## src/rtl/cla_pkg.sv

```systemverilog
// Shared constants and types for the registered carry-lookahead adder.
package cla_pkg;

  localparam int CLA_GROUP     = 4;
  localparam int CLA_DEF_WIDTH = 4;

  // Per-group propagate/generate/carry bundle for one 4-bit slice.
  typedef struct packed {
    logic [CLA_GROUP-1:0] p;
    logic [CLA_GROUP-1:0] g;
    logic [CLA_GROUP-1:0] c;
  } cla_grp_t;

  function automatic logic [2*CLA_GROUP-1:0] cla_pg(input logic [CLA_GROUP-1:0] a,
                                                    input logic [CLA_GROUP-1:0] b);
    return {a ^ b, a & b};
  endfunction

endpackage

```

## src/rtl/cla_block4.sv

```systemverilog
// 4-bit carry-lookahead unit: flattened per-bit carries plus group generate/propagate.
module cla_block4
  import cla_pkg::*;
(
  input  logic [3:0] a,
  input  logic [3:0] b,
  input  logic       cin,
  output logic [3:0] sum,
  output logic       gg,
  output logic       gp
);

  cla_grp_t grp;

  always_comb begin
    {grp.p, grp.g} = cla_pg(a, b);
    // Each carry is a two-level expression of g/p/cin; nothing ripples.
    grp.c[0] = cin;
    grp.c[1] = grp.g[0] | (grp.p[0] & cin);
    grp.c[2] = grp.g[1] | (grp.p[1] & grp.g[0]) | (grp.p[1] & grp.p[0] & cin);
    grp.c[3] = grp.g[2] | (grp.p[2] & grp.g[1]) | (grp.p[2] & grp.p[1] & grp.g[0])
             | (grp.p[2] & grp.p[1] & grp.p[0] & cin);
  end

  assign sum = grp.p ^ grp.c;
  assign gg  = grp.g[3] | (grp.p[3] & grp.g[2]) | (grp.p[3] & grp.p[2] & grp.g[1])
             | (grp.p[3] & grp.p[2] & grp.p[1] & grp.g[0]);
  assign gp  = &grp.p;

endmodule

```

## src/rtl/cla_adder.sv

```systemverilog
// Registered unsigned carry-lookahead adder, 1-cycle latency.
// Define CLA_IN_REG_EN to add an input register stage (2-cycle latency).
module cla_adder
  import cla_pkg::*;
#(
  parameter int WIDTH = CLA_DEF_WIDTH
) (
  input  logic             clk,
  input  logic             rst_n,
  input  logic [WIDTH-1:0] A,
  input  logic [WIDTH-1:0] B,
  input  logic             in_valid,
  output logic [WIDTH-1:0] s,
  output logic             cout,
  output logic             out_valid
);

  localparam int NG = WIDTH / CLA_GROUP;

  if ((WIDTH < CLA_GROUP) || (WIDTH % CLA_GROUP != 0)) begin : g_width_chk
    $error("cla_adder: WIDTH must be a non-zero multiple of 4");
  end

  logic [WIDTH-1:0] a_p0;
  logic [WIDTH-1:0] b_p0;
  logic             vld_p0;

`ifdef CLA_IN_REG_EN
  logic [WIDTH-1:0] a_q;
  logic [WIDTH-1:0] b_q;
  logic             vld_in_q;

  // Stage p0: operand capture. Operands load only when valid so idle X never enters.
  always_ff @(posedge clk or negedge rst_n) begin
    if (!rst_n) begin
      a_q      <= '0;
      b_q      <= '0;
      vld_in_q <= 1'b0;
    end else begin
      vld_in_q <= in_valid;
      if (in_valid) begin
        a_q <= A;
        b_q <= B;
      end
    end
  end

  assign a_p0   = a_q;
  assign b_p0   = b_q;
  assign vld_p0 = vld_in_q;
`else
  assign a_p0   = A;
  assign b_p0   = B;
  assign vld_p0 = in_valid;
`endif

  logic             cin0;
  logic [NG-1:0]    gg;
  logic [NG-1:0]    gp;
  logic [NG:0]      gc;
  logic [WIDTH-1:0] s_d;
  logic [WIDTH-1:0] s_q;
  logic             cout_q;
  logic             vld_q;

  assign cin0 = 1'b0;

  for (genvar k = 0; k < NG; k++) begin : g_blk
    cla_block4 u_blk (
      .a   (a_p0[CLA_GROUP*k +: CLA_GROUP]),
      .b   (b_p0[CLA_GROUP*k +: CLA_GROUP]),
      .cin (gc[k]),
      .sum (s_d[CLA_GROUP*k +: CLA_GROUP]),
      .gg  (gg[k]),
      .gp  (gp[k])
    );
  end

  // Second-level lookahead: gc[k] = OR_j (GG[j] & GP[j+1..k-1]) | (GP[0..k-1] & cin0).
  always_comb begin
    logic term;
    logic all_p;
    gc    = '0;
    term  = 1'b0;
    all_p = 1'b0;
    gc[0] = cin0;
    for (int k = 1; k <= NG; k++) begin
      all_p = cin0;
      for (int m = 0; m < k; m++) all_p = all_p & gp[m];
      gc[k] = all_p;
      for (int j = 0; j < k; j++) begin
        term = gg[j];
        for (int m = j + 1; m < k; m++) term = term & gp[m];
        gc[k] = gc[k] | term;
      end
    end
  end

  // Stage p1: result registers; sum/carry hold when no valid operands arrive.
  always_ff @(posedge clk or negedge rst_n) begin
    if (!rst_n) begin
      s_q    <= '0;
      cout_q <= 1'b0;
      vld_q  <= 1'b0;
    end else begin
      vld_q <= vld_p0;
      if (vld_p0) begin
        s_q    <= s_d;
        cout_q <= gc[NG];
      end
    end
  end

  assign s         = s_q;
  assign cout      = cout_q;
  assign out_valid = vld_q;

endmodule

```

## config.mk

```make
export PLATFORM = sky130hd
export DESIGN_NAME = cla_adder
export DESIGN_NICKNAME = d
export VERILOG_FILES = /design/src/rtl/cla_pkg.sv /design/src/rtl/cla_block4.sv /design/src/rtl/cla_adder.sv
export SDC_FILE = /design/constraint.sdc
export NUM_CORES = 1
export LEC_CHECK = 0
export CAP_MARGIN = 10
export CORE_AREA = 5 5 42 44
export CTS_BUF_LIST = sky130_fd_sc_hd__clkbuf_4 sky130_fd_sc_hd__clkbuf_8
export DETAILED_ROUTE_END_ITERATION = 16
export DIE_AREA = 0 0 47 49
export GPL_ROUTABILITY_DRIVEN = 0
export PLACE_DENSITY = 0.64
export SYNTH_ARGS = -nofsm -noshare
export SYNTH_HDL_FRONTEND = slang
export SYNTH_SLANG_ARGS = --single-unit
export TNS_END_PERCENT = 5
```

## constraint.sdc

```tcl
create_clock -name clk -period 1.2 [get_ports clk]
set_input_delay 0.12 -clock clk [delete_from_list [all_inputs] [get_ports clk]]
set_output_delay 0.12 -clock clk [all_outputs]
set_load 0.005 [all_outputs]
```

### Yosys cells after proc, flatten, opt, wreduce, memory -nomap -nowiden

Cells that the tools add are included.

| cells by class | value |
|---|---|
| add/subtract/negate cells | 0 |
| $lt $le $gt $ge | 0 |
| multiplexer cells | 0 |
| equality and inequality tests | 0 |
| divide/modulo/power cells | 0 |
| shift-type cells | 0 |
| bitwise operators | 18 |
| multipliers | 0 |
| reductions and logical operators | 0 |

Operators with widths:

| operator | number |
|---|---|
| $and A1 B1 Y1 | 9 |
| $xor A4 B4 Y4 | 2 |
| $or A1 B1 Y1 | 6 |
| $and A4 B4 Y4 | 1 |

| storage, ports and cells | value |
|---|---|
| word-level logic and storage cells | 21 |
| memory bits (read-only) | 0 |
| bits of input ports | 11 |
| bits in latches | 0 |
| register bits after elaboration | 6 |
| memories kept | 0 |
| output and inout port bits | 6 |
| bits in writable memories | 0 |

### Longest topological paths before layout

| logic depth | value |
|---|---|
| depth after elaboration | 5 |
| mapped depth | 5 |

### Cells and area by module

From an unflattened synthesis, not the netlist that was laid out.

| unflattened totals | value |
|---|---|
| cells, all modules | 34 |
| area, all modules | 392.9 um^2 |

By module, submodules not included:

| module | cells each | times used | seq. area each (um^2) | area an instance (um^2) |
|---|---|---|---|---|
| cla_adder | 12 | 1 | 150.1 | 210.2 |
| cla_block4 | 22 | 1 | 0.0 | 182.7 |

### Least setup slack after synthesis

No wires, ideal clock.

| path | value |
|---|---|
| kind | in2reg |
| start point | input port A[0] |
| end point | register s_q[2], in the netlist s[2] |
| setup time | 0.125 ns |
| slack | 0.034 ns |
| path buffers | 0 |
| data required time | 1.075 ns |
| arrival | 1.041 ns |
| stages | 5 |
| cells stage by stage | ha_1 inv_1 fa_1 xnor2_1 mux2_2 |

| on the way | value |
|---|---|
| longest elaborated chain between the ends | 4 |

Ends and longest elaborated chain:

| item | line | text |
|---|---|---|
| from (decl) | cla_adder.sv:10 | `input logic [WIDTH-1:0] A,` |
| $and A4 B4 Y4 | cla_pkg.sv:16 | `return {a ^ b, a & b};` |
| $and A1 B1 Y1 | cla_block4.sv:20 | `grp.c[2] = grp.g[1] \| (grp.p[1] & grp.g[0]) \| (grp.p[1] & grp.p[0] & cin);` |
| $or A1 B1 Y1 | cla_block4.sv:20 |  |
| $xor A4 B4 Y4 | cla_block4.sv:25 | `assign sum = grp.p ^ grp.c;` |
| to (signal assigned) | cla_adder.sv:102 | `s_q <= '0;` |
| to (signal assigned) | cla_adder.sv:108 | `s_q <= s_d;` |
| to (decl) | cla_adder.sv:62 | `logic [WIDTH-1:0] s_q;` |

No other way between the ends.
A chain may end at the register's enable or synchronous reset.

### Worst setup path after layout

Ends and elaborated chain as after synthesis.

==> impl_metrics.yaml <==
die:
  fp.dieH_um: 49
  coreArea_um2: 1400
  die_area_um2: 2300
  die_w_um: 47
  start_util_pct: 23.7
  rows: 14
  pin_count: 17
sta:
  slew_headroom_pct: 81.5
  setup-violations-final: 0
  slew_violations: 0
  finalWorstSetupSlack_ns: 0.0169
  grt_setup_unrepaired: "no"
  worstMarginPinSlew_ns: 0.276
  finalWorstPathRequiredPeriod_ns: 1.18
  fmax_mhz: 845
  fin_worst_skew_ns: 0
  finalCritPeriodShare_pct: 98.6
  timing.hold.ws_ns: 0.116
  finalHoldViolCount: 0
  setup_tns_ns: 0
pwr:
  leakagePower_nw: 0.319
  pwr_density_cell_nw_per_um2: 1030
  power_mw: 0.630
  vdd_ir_drop_max_mv: 0.450
final_layout:
  n_fill_cell: 157
  nets: 69
  final-seq-area_um2: 150
  post-route-util_pct: 43.8
  layout_common_cells: "dlygate4sd2_1, dfrtp_1, dlymetal6s2s_1"
  multi_input_area_um2: 214
  final_cell_count_no_fill: 67
  final_cell_area_um2: 613
  area_delta_synth_final_pct: 84.9
  diodes: 0
  drive_above_1_share_pct: 35.3
  mostFrequentLayoutCell: "dlygate4sd2_1"
yosys:
  netlist_instances: 28
  synth_top_area_share_pct: 45.3
  synth_seq_cells: 6
  yosysSeqAreaShare_pct: 45.3
  ys_warn_count: 0
  syn_nets: 44
  synthTopCellsByArea: "dfrtp_1, ha_1, mux2_2"
  synth.distinct_cells: 14
  yosysTopAreaCell: "dfrtp_1"
  avgSynthCellArea_um2: 11.8
  netlist_area_um2: 332
critical_path:
  cp.required_ns: 1.33
  cp.depth: 6
  path_cells: "dlygate4sd2_1, ha_2, inv_2, fa_2, xnor2_2, mux2_4"
  critPathKind: "input port to flip-flop"
  ff2ff_path_depth: 2
  start_kind: "input port"
  r2r_end: "cout"
  reg2reg_from: "cout"
  crit_family: "adder cells"
  max_stage_delay_ns: 0.36
  endpoint: "s[2]"
  regToRegSetupSlack_ns: 0.34
  cp.buffers_inverters: 2
  slowest_stage: "fa_2"
  worstSetupEndpointType: "flip-flop"
  crit_start: "A[0]"
  crit_arrival_ns: 1.31
  path_max_fanout: 2
global_route:
  antenna_found_initial: 0
  grt_usage_pct: 7.80
  grt_max_degree: 7
  grt_pass1_vias: 326
  grt_pass1_wl_mm: 1.26
  grt-ovfl-total: 0
place:
  postPlaceCellArea_um2: 534
  port-buffer-count: 16
  place_ws_ns: -0.498
  dpl.hpwl_um: 586
  post-place-cells: 63
clocking:
  cts.reportedPaths.clkPinSlew_ns: 0.05
  numCtsBuffers: 3
  htree_levels: 1
  root_buffer: "clkbuf_4"
  cts.path.max_buffers: 2
  cts_tree: "yes"
  clock_sinks: 6
  clk_latency_ns: 0.24
detailed_routing:
  viasPerCell: 4.42
  drt_first_iter_violations: 5
  ant_nets: 0
  dr.pass1.iters: 4
  drc: 0
  routed_wl_um: 761
  vias: 296
  wl_per_cell_um: 11.4
status:
  status: "finished, final reports clean"
job:
  max_cap_violations: 0
worst_hold_path:
  worstHoldPathType: "input port to asynchronous set/reset pin"
[what timing repair did]
item / 4_1_cts / 5_1_grt
hold endpoints to repair: 0 / 0
pin swaps: 6 / 2
hold buffers: 0 / 0
setup endpoints to repair: 9 / 4
gates resized for setup: 19 / 6
setup buffers: 0 / 1
[per-layer routing]
layer  vias up  global-route usage [%]  wire [µm]
li1        145                       -          -
met1       138                    8.30        310
met2        11                    11.8        372
met3         2                    3.32         66
met4         0                    5.53         11
met5         -                       0          0
[how the worst min path moves through the flow]
| stage | from | end | slack (ns) | cells after the start |
|---|---|---|---|---|
| finish | rst_n | s[1] | 0.12 | 1 |
| global route | rst_n | out_valid | 0.13 | 1 |
| CTS | rst_n | s[1] | 0.12 | 1 |
| detailed placement | rst_n | s[0] | 0.39 | 1 |
| global placement | rst_n | out_valid | 0.38 | 1 |
| floorplan | rst_n | cout | -0.18 | 0 |
[synthesized netlist by cell type]
master,instances
a211oi_1,1
mux2_2,2
dfrtp_1,6
o21ba_1,1
nand2_1,2
ha_1,4
fa_1,1
xnor2_1,1
inv_1,4
o31a_1,1
or2_2,1
o21ai_0,2
a21o_1,1
o31ai_1,1
[logic make-up (layout without fill, tap and decap cells)]
kind of cell / after synthesis / after routing / synth area share, %
DFF: 6 / 6 / 45.3
adders and majority gates: 5 / 5 / 21.1
and+or+nand+nor: 3 / 3 / 4.15
xor gates and xnor gates: 1 / 1 / 2.64
AOI/OAI and AO/OA: 7 / 7 / 15.5
buffers and inverters: 4 / 27 / 4.53
muxes: 2 / 2 / 6.79
[where the power goes]
group / total [mW] / switching [mW] / leakage, nW / internal, mW
Sequential: 0.245 / 0.0131 / 0.0707 / 0.232
Combinational: 0.195 / 0.0702 / 0.235 / 0.125
Clock: 0.189 / 0.0761 / 0.0138 / 0.113
Total: 0.630 / 0.159 / 0.319 / 0.470
[cell type report]
cell class | count | share of cell area [%]
Tap cell | 16 | 3.27
Sequential cell | 6 | 24.5
Inverter | 4 | 2.45
Clock buffer | 3 | 3.67
Timing Repair Buffer | 20 | 31.2
Multi-Input combinational cell | 18 | 34.9
[sequential cells by signal, summed over array words and instances (netlist names)]
register,cells
cout,1
out_valid,1
s,4
Power figures use the tool's default switching activity.
